### src/rtl/reg4_write_arb.sv
// reg4_write_arb: round-robin write arbiter and sequencer for a shared
// free-running register. Each transaction runs IDLE -> WRITE -> ACK. The
// register's d input is driven during WRITE and then held at the last
// written value.
//
// Optional build macro: REG4_WRITE_ARB_CLR_EN
//   Adds a clr input and a clr_done output. A clear writes zero through
//   the same three-state sequence, issues no ack and leaves the
//   round-robin pointer where it was.
//
// Parameter constraint: 2**IDX_W >= NUM_REQ, with NUM_REQ in 2..8.
module reg4_write_arb #(
  parameter int NUM_REQ = 4,
  parameter int DATA_W  = 4,
  parameter int IDX_W   = 2
) (
  input  logic                      clk,
  input  logic                      reset,     // asynchronous, active low
  input  logic [NUM_REQ-1:0]        req,
  input  logic [NUM_REQ*DATA_W-1:0] req_data,
`ifdef REG4_WRITE_ARB_CLR_EN
  input  logic                      clr,
  output logic                      clr_done,
`endif
  output logic [NUM_REQ-1:0]        ack,
  output logic [IDX_W-1:0]          gnt_idx,
  output logic                      busy,
  output logic [DATA_W-1:0]         reg_d
);

  localparam logic [1:0] ST_IDLE  = 2'd0;
  localparam logic [1:0] ST_WRITE = 2'd1;
  localparam logic [1:0] ST_ACK   = 2'd2;

  logic [1:0]         state_q,   state_d;
  logic [IDX_W-1:0]   ptr_q,     ptr_d;
  logic [IDX_W-1:0]   gnt_idx_q, gnt_idx_d;
  logic [DATA_W-1:0]  reg_d_q,   reg_d_d;
  logic [NUM_REQ-1:0] ack_q,     ack_d;
  logic               busy_q,    busy_d;
`ifdef REG4_WRITE_ARB_CLR_EN
  // clr_op marks the in-flight transaction as a clear rather than a write.
  logic               clr_op_q,   clr_op_d;
  logic               clr_done_q, clr_done_d;
`endif

  // Requester indices in round-robin scan order starting at ptr, and the
  // request bits reordered the same way. The sum is one bit wider than
  // the index so a single conditional subtraction gives the wrap even
  // when NUM_REQ is not a power of two.
  logic [IDX_W-1:0]   rot_idx [NUM_REQ];
  logic [NUM_REQ-1:0] rot_req;
  logic [DATA_W-1:0]  req_word [NUM_REQ];
  logic [NUM_REQ-1:0] ack_sel;

  for (genvar gi = 0; gi < NUM_REQ; gi++) begin : g_rot
    logic [IDX_W:0] sum;
    assign sum          = {1'b0, ptr_q} + (IDX_W+1)'(gi);
    assign rot_idx[gi]  = (sum >= (IDX_W+1)'(NUM_REQ))
                          ? IDX_W'(sum - (IDX_W+1)'(NUM_REQ))
                          : sum[IDX_W-1:0];
    assign rot_req[gi]  = req[rot_idx[gi]];
    assign req_word[gi] = req_data[gi*DATA_W +: DATA_W];
    // One-hot ack pattern for the current winner.
    assign ack_sel[gi]  = (gnt_idx_q == IDX_W'(gi));
  end

  logic               win_valid;
  logic [IDX_W-1:0]   win_idx;
  logic [DATA_W-1:0]  win_data;
  logic [IDX_W-1:0]   ptr_inc;

  // Pick the first set request in scan order; the descending loop lets the
  // lowest scan offset overwrite later candidates.
  always_comb begin
    win_valid = 1'b0;
    win_idx   = '0;
    for (int i = NUM_REQ - 1; i >= 0; i--) begin
      if (rot_req[i]) begin
        win_valid = 1'b1;
        win_idx   = rot_idx[i];
      end
    end
  end

  assign win_data = req_word[win_idx];

  // Pointer moves to the requester just after the one served, with wrap.
  assign ptr_inc = (gnt_idx_q == IDX_W'(NUM_REQ - 1)) ? '0
                                                       : gnt_idx_q + IDX_W'(1);

  // Next-state and output computation for the IDLE/WRITE/ACK sequence.
  always_comb begin
    state_d   = state_q;
    ptr_d     = ptr_q;
    gnt_idx_d = gnt_idx_q;
    reg_d_d   = reg_d_q;
    ack_d     = '0;
    busy_d    = busy_q;
`ifdef REG4_WRITE_ARB_CLR_EN
    clr_op_d   = clr_op_q;
    clr_done_d = 1'b0;
`endif
    case (state_q)
      ST_IDLE: begin
`ifdef REG4_WRITE_ARB_CLR_EN
        if (clr) begin
          // A clear beats every request; requests keep waiting.
          reg_d_d  = '0;
          busy_d   = 1'b1;
          clr_op_d = 1'b1;
          state_d  = ST_WRITE;
        end else if (win_valid) begin
`else
        if (win_valid) begin
`endif
          // Data is latched here, so later req/req_data changes
          // cannot disturb the write in flight.
          gnt_idx_d = win_idx;
          reg_d_d   = win_data;
          busy_d    = 1'b1;
          state_d   = ST_WRITE;
        end
      end
      ST_WRITE: begin
        // The shared register captures reg_d on this edge.
`ifdef REG4_WRITE_ARB_CLR_EN
        if (clr_op_q) begin
          clr_done_d = 1'b1;
        end else begin
          ack_d = ack_sel;
        end
`else
        ack_d = ack_sel;
`endif
        state_d = ST_ACK;
      end
      ST_ACK: begin
        busy_d  = 1'b0;
        state_d = ST_IDLE;
`ifdef REG4_WRITE_ARB_CLR_EN
        if (!clr_op_q) begin
          ptr_d = ptr_inc;
        end
        clr_op_d = 1'b0;
`else
        ptr_d = ptr_inc;
`endif
      end
      default: begin
        busy_d  = 1'b0;
        state_d = ST_IDLE;
      end
    endcase
  end

  // State registers; reset aborts any transaction immediately.
  always_ff @(posedge clk or negedge reset) begin
    if (!reset) begin
      state_q    <= ST_IDLE;
      ptr_q      <= '0;
      gnt_idx_q  <= '0;
      reg_d_q    <= '0;
      ack_q      <= '0;
      busy_q     <= 1'b0;
`ifdef REG4_WRITE_ARB_CLR_EN
      clr_op_q   <= 1'b0;
      clr_done_q <= 1'b0;
`endif
    end else begin
      state_q    <= state_d;
      ptr_q      <= ptr_d;
      gnt_idx_q  <= gnt_idx_d;
      reg_d_q    <= reg_d_d;
      ack_q      <= ack_d;
      busy_q     <= busy_d;
`ifdef REG4_WRITE_ARB_CLR_EN
      clr_op_q   <= clr_op_d;
      clr_done_q <= clr_done_d;
`endif
    end
  end

  assign ack     = ack_q;
  assign gnt_idx = gnt_idx_q;
  assign busy    = busy_q;
  assign reg_d   = reg_d_q;
`ifdef REG4_WRITE_ARB_CLR_EN
  assign clr_done = clr_done_q;
`endif

endmodule

### config.mk
export PLATFORM = sky130hd
export DESIGN_NAME = reg4_write_arb
export DESIGN_NICKNAME = d
export VERILOG_FILES = /design/src/rtl/reg4_write_arb.sv
export SDC_FILE = /design/constraint.sdc
export NUM_CORES = 1
export LEC_CHECK = 0
export CAP_MARGIN = 25
export CORE_AREA = 2 2 46 48
export DETAILED_ROUTE_END_ITERATION = 10
export DIE_AREA = 0 0 48 50
export GPL_TIMING_DRIVEN = 1
export PLACE_DENSITY = 0.79
export SYNTH_ARGS = -nofsm -noshare
export SYNTH_HDL_FRONTEND = slang
export SYNTH_SLANG_ARGS = --single-unit
### constraint.sdc
create_clock -name clk -period 2.8 [get_ports clk]
set_clock_uncertainty 0.05 [all_clocks]
set_input_delay 0.42 -clock clk [delete_from_list [all_inputs] [get_ports clk]]
set_output_delay 0.42 -clock clk [all_outputs]
set_load 0.05 [all_outputs]
==> results of run 1 <==
where the power goes:
group | internal, mW | switching, mW
clock network | 0.0554 | 0.0693
logic | 0.285 | 0.428
registers | 0.310 | 0.0799
total | 0.651 | 0.578
cells by family (layout without fill, tap and decap cells):
kind of cell	Yosys count	in the layout	synth area share
AND/OR/NAND/NOR	22	22	0.158
multiplexers	6	6	0.0811
adder cells (fa/ha/maj)	4	4	0.0624
buffers and inverters	7	42	0.0343
flip-flops	15	15	0.468
AO/OA/AOI/OAI	21	21	0.197
per-layer routing:
| metal | up-vias | global-route usage |
|---|---|---|
| met4 | 0 | 0.0405 |
| li1 | 343 | - |
| met2 | 33 | 0.253 |
| met1 | 326 | 0.265 |
| met5 | - | 0 |
| met3 | 2 | 0.0623 |
worst register-to-register path: cells and delay by family, from the launching register on:
kind	cells	cell delay, ns
AO/OA/AOI/OAI	3	0.80
flip-flops	1	0.45
multiplexers	1	0.37
AND/OR/NAND/NOR	1	0.28
per-stage QoR:
step	hold WS, ns	total power, mW
after global placement	0.446	1.08
after global routing	0.496	1.31
final	0.479	1.23
after detailed placement	0.457	1.11
after floorplan	0.0744	0.870
after CTS	0.477	1.24
how the worst max path moves through the flow:
stage               endpoint  slack [ns]  cells after the start
floorplan           reg_d[1]        0.97                      5
global placement    reg_d[3]        0.35                      6
detailed placement  reg_d[3]        0.23                      6
CTS                 reg_d[3]        0.54                      6
global route        reg_d[3]        0.36                      6
finish              reg_d[3]        0.54                      6
layout make-up:
class | instances | area [µm²] | area share
Clock buffer | 4 | 26.3 | 0.0223
Timing Repair Buffer | 32 | 320 | 0.272
Tap cell | 27 | 33.8 | 0.0287
Multi-Input combinational cell | 53 | 399 | 0.339
Inverter | 6 | 22.5 | 0.0191
Sequential cell | 15 | 375 | 0.319
registers in the layout (all words and copies together), names as in the netlist:
signal	cells
state_q	2
busy	1
ack	4
reg_d	4
gnt_idx	2
ptr_q	2
placed cells by master (no fill, tap or decap):
| cell type | count |
|---|---|
| mux2_2 | 1 |
| ha_1 | 4 |
| mux2_1 | 3 |
| nor2_2 | 1 |
| o31ai_1 | 1 |
| and2b_1 | 1 |
| or3_1 | 1 |
| nand2b_1 | 2 |
| and2_1 | 4 |
| mux2i_1 | 2 |
| nand2_1 | 3 |
| a221oi_1 | 1 |
| nand3_1 | 4 |
| inv_1 | 6 |
| o22ai_2 | 1 |
| a21oi_1 | 1 |
| nor2b_1 | 3 |
| clkbuf_1 | 1 |
| a21o_1 | 1 |
| nor4_1 | 1 |
| o21ai_0 | 6 |
| o22a_1 | 1 |
| clkdlybuf4s50_1 | 32 |
| clkbuf_4 | 3 |
| o21bai_1 | 1 |
| a21boi_0 | 4 |
| dfrtp_1 | 15 |
| a221o_1 | 4 |
| and3_1 | 2 |
==> Implementation_results.wiki, run 1 <==
{| class="wikitable"
! Metric !! Value
|-
| Detailed-route wire length || 1.95 mm
|-
| Number of port buffers || 32
|-
| Synthesized Nets || 101
|-
| Headroom to the max-slew limit || 0.561
|-
| Most frequently used flop master after synthesis || dfrtp_1
|-
| CTS Hold Bufs || 0
|-
| Die area || 2400 µm²
|-
| Synthesized flop and latch total || 15
|-
| Tot GR Track Use || 0.180
|-
| Vias in the first global route || 706
|-
| Post-synth top area share || 0.468
|-
| Reported leakage power || 0.524 nW
|-
| Post-synthesis cell count || 75
|-
| Unrepaired setup endpoints after global routing || no
|-
| Number of enable flip-flop cells after synthesis || 0
|-
| Number of max-slew violations in the final report || 0
|-
| Antenna diode count || 0
|-
| Standard cell area after detailed placement || 1150 µm²
|-
| Crit path required time || ~2.9 ns
|-
| Top cells by area, synth || dfrtp_1 47%, ha_1 6.2%, a221o_1 5.0%
|-
| Met1 Routed Length || 947 µm
|-
| Detailed placer's ending HPWL || 1.48 mm
|-
| Start of the worst register-to-register path || ptr_q[1]
|-
| Final Net Count || 137
|-
| Yosys warns || 0
|-
| Buf/Inv on CP || 1
|-
| Kind of cell adding the most delay to the critical path || compound AO/OA/AOI/OAI gates
|-
| Highest ir drop seen on vdd || 0.649 mV
|-
| Mean area per synthesized cell || roughly 11 µm²
|-
| Clk Latency, worst-skew pair || 0.29 ns
|-
| Series of cell instances along the critical path || clkdlybuf4s50_1 > a21boi_0 > o22ai_2 > nor2_2 > mux2_1 > a221o_1
|-
| Clock transition time at the flip-flop clock pins of the worst setup and hold paths || ~0.09 ns
|-
| Post-detailed-route count of antenna-violating nets || 0
|-
| Post-CTS Setup Bufs || 0
|-
| Max-capacitance violation count || 0
|-
| Place WS || 0.230 ns
|-
| Post-layout minimum cycle time || 2.26 ns
|-
| Die extent in y || 50 µm
|-
| Number of buffers inserted during clock tree synthesis || 3
|-
| Remaining global-route overflow || 0
|-
| Top cell types by occurrence after synthesis || 15 x dfrtp_1, 6 x inv_1, 6 x o21ai_0
|-
| F_max || between 400 and 500 MHz
|-
| Longest individual stage delay on the worst path || around 0.52 ns
|-
| Worst min path class || in2async
|-
| Slew of the pin with the lowest slew margin || 0.657 ns
|-
| CTS Sinks || 15
|-
| Count of placed standard cells in the final layout, fillers left out || about 140
|-
| Average wire per cell in the routed design || 14.3 µm
|-
| Io pins || 33
|-
| Antenna violations before repair || 0
|-
| Die X-Extent || between 40 and 50 µm
|-
| Via density per instance || 5.14
|-
| Result of the run || finished clean
|-
| Synthesis-to-layout area growth || 46.8%
|-
| First-iteration detailed-routing DRC count || 13
|-
| Cell count of the worst reg-to-reg path || 5
|-
| Post-synth design cell area || between 800 and 900 µm²
|-
| Worst reg-to-reg setup slack || roughly 0.76 ns
|-
| Number of fill cells || 170
|-
| Number of distinct library cells after synthesis || 27
|-
| Core region area || 1900 µm²
|-
| Rows || 16
|-
| Residual DRC || 0
|-
| CTS root buffer || clkbuf_4
|-
| Placed cell count || 133
|-
| Endpoints failing setup || 0
|-
| CTS tree || yes
|-
| CP Class || in2reg
|-
| Pin count of the biggest net entering global routing || 16
|-
| PwrDens || 1040 nW/µm²
|-
| Hold Vio Cnt, Final || 0
|-
| Part of the Yosys area used for sequential elements || 0.468
|-
| Launch point of the worst path || req[1]
|-
| Final core utilization || 0.619
|-
| Reg2reg end || reg_d[3]
|-
| 1st-pass router iterations || 4
|-
| Total number of vias || 704
|-
| Met2 wire length || 829 µm
|-
| Async SR Flop Fraction || 1.00
|-
| Gpl congestion || just over 0.8
|-
| Setup crit end kind || flop
|-
| Largest fanout on the critical path || 5
|-
| Total Negative Setup Slacks || 0 ns
|-
| Post_cts resized || 0
|-
| Slowest stage cell on the critical path || clkdlybuf4s50_1
|-
| WP data arrival || about 2.4 ns
|-
| Layout cell share with drive strength beyond 1 || 0.0545
|-
| Worst Setup Start Kind || primary input
|-
| Post-route standard cell area excluding fillers || 1180 µm²
|-
| First-pass GRT wire length || 3.10 mm
|-
| Count leader, synth || dfrtp_1
|-
| H-tree lvl count || 1
|-
| Most area-hungry cell type in the Yosys netlist || dfrtp_1
|-
| Deepest clock path buffer count || 2
|-
| Top routing layer in use || met4
|-
| Slack of the critical path || 0.544 ns
|-
| Effective utilization at floorplan || 0.422
|-
| Met3 WL || 167 µm
|-
| Period utilization || 0.806
|}
(Power assumes the default switching activity.)
==> run 2, diff against run 1 <==
CORE_AREA = 2 2 64 42   (was 2 2 46 48)
DIE_AREA = 0 0 66 44   (was 0 0 48 50)
PLACE_DENSITY = 0.7   (was 0.79)
clock period = 2 ns   (was 2.8 ns; I/O delays follow)
==> run 2 against run 1 <==
  * Critical path depth did not move
  * Via count grew 1.8%
  * Clock power up 97%
  * Global-route usage down 3.4 points
  * Largest power group unchanged
  * Power up 54%
  * Critical endpoint is now reg_d[2]
  * Core utilization fell by 7.5 points
  * Worst hold slack worse by 0.075 ns
  * Setup slack got worse by 0.48 ns
  * Sequential power grew 37%
==> Implementation_results.wiki, run 2 (same netlist as run 1, synthesis figures left out) <==
{| class="wikitable"
! Metric !! Value
|-
| Pin count of the biggest net entering global routing || 16 (unchanged)
|-
| Effective utilization at floorplan || 0.342 (was 0.422)
|-
| Post-layout minimum cycle time || 1.94 ns
|-
| 1st-pass router iterations || 4 (unchanged)
|-
| Result of the run || finished clean (unchanged)
|-
| CTS Hold Bufs || 0 (unchanged)
|-
| Number of max-slew violations in the final report || 0 (unchanged)
|-
| Reported leakage power || 0.571 nW (was 0.524 nW)
|-
| WP data arrival || 2.02 ns (was 2.38 ns)
|-
| Number of fill cells || 218 (was 170)
|-
| Clk Latency, worst-skew pair || 0.25 ns (was 0.29 ns)
|-
| Die extent in y || 44 µm (was 50 µm)
|-
| CP Class || in2reg (unchanged)
|-
| Sequential cell area in the final layout || 375 µm² (unchanged)
|-
| Die area || 2900 µm² (was 2400 µm²)
|-
| Crit path required time || 2.08 ns (was 2.93 ns)
|-
| Total number of vias || 717 (was 704)
|-
| Period utilization || 0.969
|-
| Unrepaired setup endpoints after global routing || no (unchanged)
|-
| CTS Sinks || 15 (unchanged)
|-
| Number of buffers inserted during clock tree synthesis || 3 (unchanged)
|-
| Via density per instance || 4.78 (was 5.14)
|-
| CTS root buffer || clkbuf_8 (was clkbuf_4)
|-
| Core region area || 2350 µm² (was 1900 µm²)
|-
| Largest fanout on the critical path || 5 (unchanged)
|-
| Series of cell instances along the critical path || clkdlybuf4s50_1 > nor2b_1 > and2b_2 > nor2_4 > mux2_1 > a221o_1 (was clkdlybuf4s50_1 > a21boi_0 > o22ai_2 > nor2_2 > mux2_1 > a221o_1)
|-
| Hold Vio Cnt, Final || 0 (unchanged)
|-
| Residual DRC || 0 (unchanged)
|-
| PwrDens || 1480 nW/µm² (was 1040 nW/µm²)
|-
| Max-capacitance violation count || 0 (unchanged)
|-
| Gpl congestion || 0.794 (was 0.811)
|-
| Highest ir drop seen on vdd || 0.768 mV (was 0.649 mV)
|-
| Worst min path class || in2async (unchanged)
|-
| Io pins || 33 (unchanged)
|-
| Vias in the first global route || 681 (was 706)
|-
| First-pass GRT wire length || 3.14 mm (was 3.10 mm)
|-
| Endpoints failing setup || 0 (unchanged)
|-
| Detailed placer's ending HPWL || 1.61 mm (was 1.48 mm)
|-
| Average wire per cell in the routed design || 13.3 µm (was 14.3 µm)
|-
| Die X-Extent || 66 µm (was 48 µm)
|-
| Standard cell area after detailed placement || 1220 µm² (was 1150 µm²)
|-
| Deepest clock path buffer count || 2 (unchanged)
|-
| F_max || 516 MHz
|-
| Antenna violations before repair || 0 (unchanged)
|-
| Placed cell count || 146 (was 133)
|-
| Buf/Inv on CP || 1 (unchanged)
|-
| Layout cell share with drive strength beyond 1 || 0.144 (was 0.0545)
|-
| Rows || 14 (was 16)
|-
| Final Net Count || 145 (was 137)
|-
| Remaining global-route overflow || 0 (unchanged)
|-
| Post-CTS Setup Bufs || 0 (unchanged)
|-
| Worst Setup Start Kind || primary input (unchanged)
|-
| Clock transition time at the flip-flop clock pins of the worst setup and hold paths || 0.06 ns (was 0.09 ns)
|-
| Leading cell type in the layout, fill and taps excluded || clkdlybuf4s50_1 (unchanged)
|-
| Slowest stage cell on the critical path || clkdlybuf4s50_1 (unchanged)
|-
| Slew of the pin with the lowest slew margin || 0.665 ns (was 0.657 ns)
|-
| Post-route standard cell area excluding fillers || 1280 µm² (was 1180 µm²)
|-
| Multi-input gate area in the final layout || 413 µm² (was 399 µm²)
|-
| H-tree lvl count || 1 (unchanged)
|-
| Post-detailed-route count of antenna-violating nets || 0 (unchanged)
|-
| Kind of cell adding the most delay to the critical path || simple AND/OR/NAND/NOR gates (was compound AO/OA/AOI/OAI gates)
|-
| Tot GR Track Use || 0.146 (was 0.180)
|-
| Number of port buffers || 32 (unchanged)
|-
| Leading cell types in the layout, fill and taps excluded || 32 x clkdlybuf4s50_1, 15 x dfrtp_1, 8 x buf_4 (was 32 x clkdlybuf4s50_1, 15 x dfrtp_1, 6 x inv_1, 6 x o21ai_0)
|-
| Detailed-route wire length || 2.00 mm (was 1.95 mm)
|-
| Count of placed standard cells in the final layout, fillers left out || 150 (was 137)
|-
| Longest individual stage delay on the worst path || 0.48 ns (was 0.52 ns)
|-
| Antenna diode count || 0 (unchanged)
|-
| First-iteration detailed-routing DRC count || 43 (was 13)
|-
| Setup crit end kind || flop (unchanged)
|-
| Headroom to the max-slew limit || 0.556 (was 0.561)
|-
| Synthesis-to-layout area growth || 59.1% (was 46.8%)
|-
| CTS tree || yes (unchanged)
|}
==> run 2: cell count changes in the layout (fill, tap and decap cells not counted), sizes merged <==
cell / delta
buf: +8
==> run 2: repair_timing <==
| action | 4_1_cts | 5_1_grt |
|---|---|---|
| endpoints found under the setup margin | 3 | 3 |
| cloned | 0 | 0 |
| resized for setup | 1 | 4 |
==> run 2: worst paths after layout <==
check                          from       end  slack (ns)  cells past startpoint
max                          req[2]  reg_d[2]        0.06                      6
min                           reset    ack[1]        0.40                      1
max reg2reg                ptr_q[1]  reg_d[2]        0.16                      5
min reg2reg                reg_d[3]  reg_d[3]        0.47                      1
max in group asynchronous     reset  reg_d[2]        1.07                      1
min in group clk           reg_d[3]  reg_d[3]        0.47                      1
==> run 2: final cells by class <==
| type | instances | area share |
|---|---|---|
| flip-flops and latches | 15 | 0.294 |
| well taps | 32 | 0.0314 |
| clock buffers | 4 | 0.0353 |
| multi-input cells | 53 | 0.324 |
| inverters | 6 | 0.0176 |
| repair buffers | 40 | 0.298 |
==> run 2: power breakdown <==
part	total (mW)	switching, mW	internal [mW]
registers	0.536	0.0999	0.436
clock network	0.246	0.105	0.141
logic	1.10	0.632	0.472
==> run 2: worst register-to-register path: stages (launching register included) <==
cell and delay, ns:
dfrtp_1 0.41, mux2i_2 0.27, o22ai_2 0.16, nor2_4 0.16, mux2_1 0.35, a221o_1 0.33
==> run 2: metrics by stage <==
stage | TNS (ns) | worst slack (ns) | total power, mW | utilization | hold slack [ns]
2_1_floorplan | 0 | 0.173 | 1.22 | - | -0.0456
3_3_place_gp | -0.798 | -0.238 | 1.60 | 0.519 | 0.452
3_5_place_dp | -1.22 | -0.351 | 1.63 | 0.519 | 0.456
4_1_cts | 0 | 0.0111 | 1.88 | 0.538 | 0.433
5_1_grt | 0 | 0.00226 | 2.00 | 0.544 | 0.452
6_report | 0 | 0.0611 | 1.89 | 0.544 | 0.404
==> run 2: routing by layer <==
metal | vias to the layer above | wire, µm | part of all wire | track usage
met5 | - | 0 | 0 | 0
met4 | 0 | 10 | 0.0050 | 0.0245
met3 | 3 | 122 | 0.061 | 0.0519
met2 | 22 | 839 | 0.42 | 0.210
met1 | 338 | 1020 | 0.51 | 0.214
li1 | 354 | - | - | -
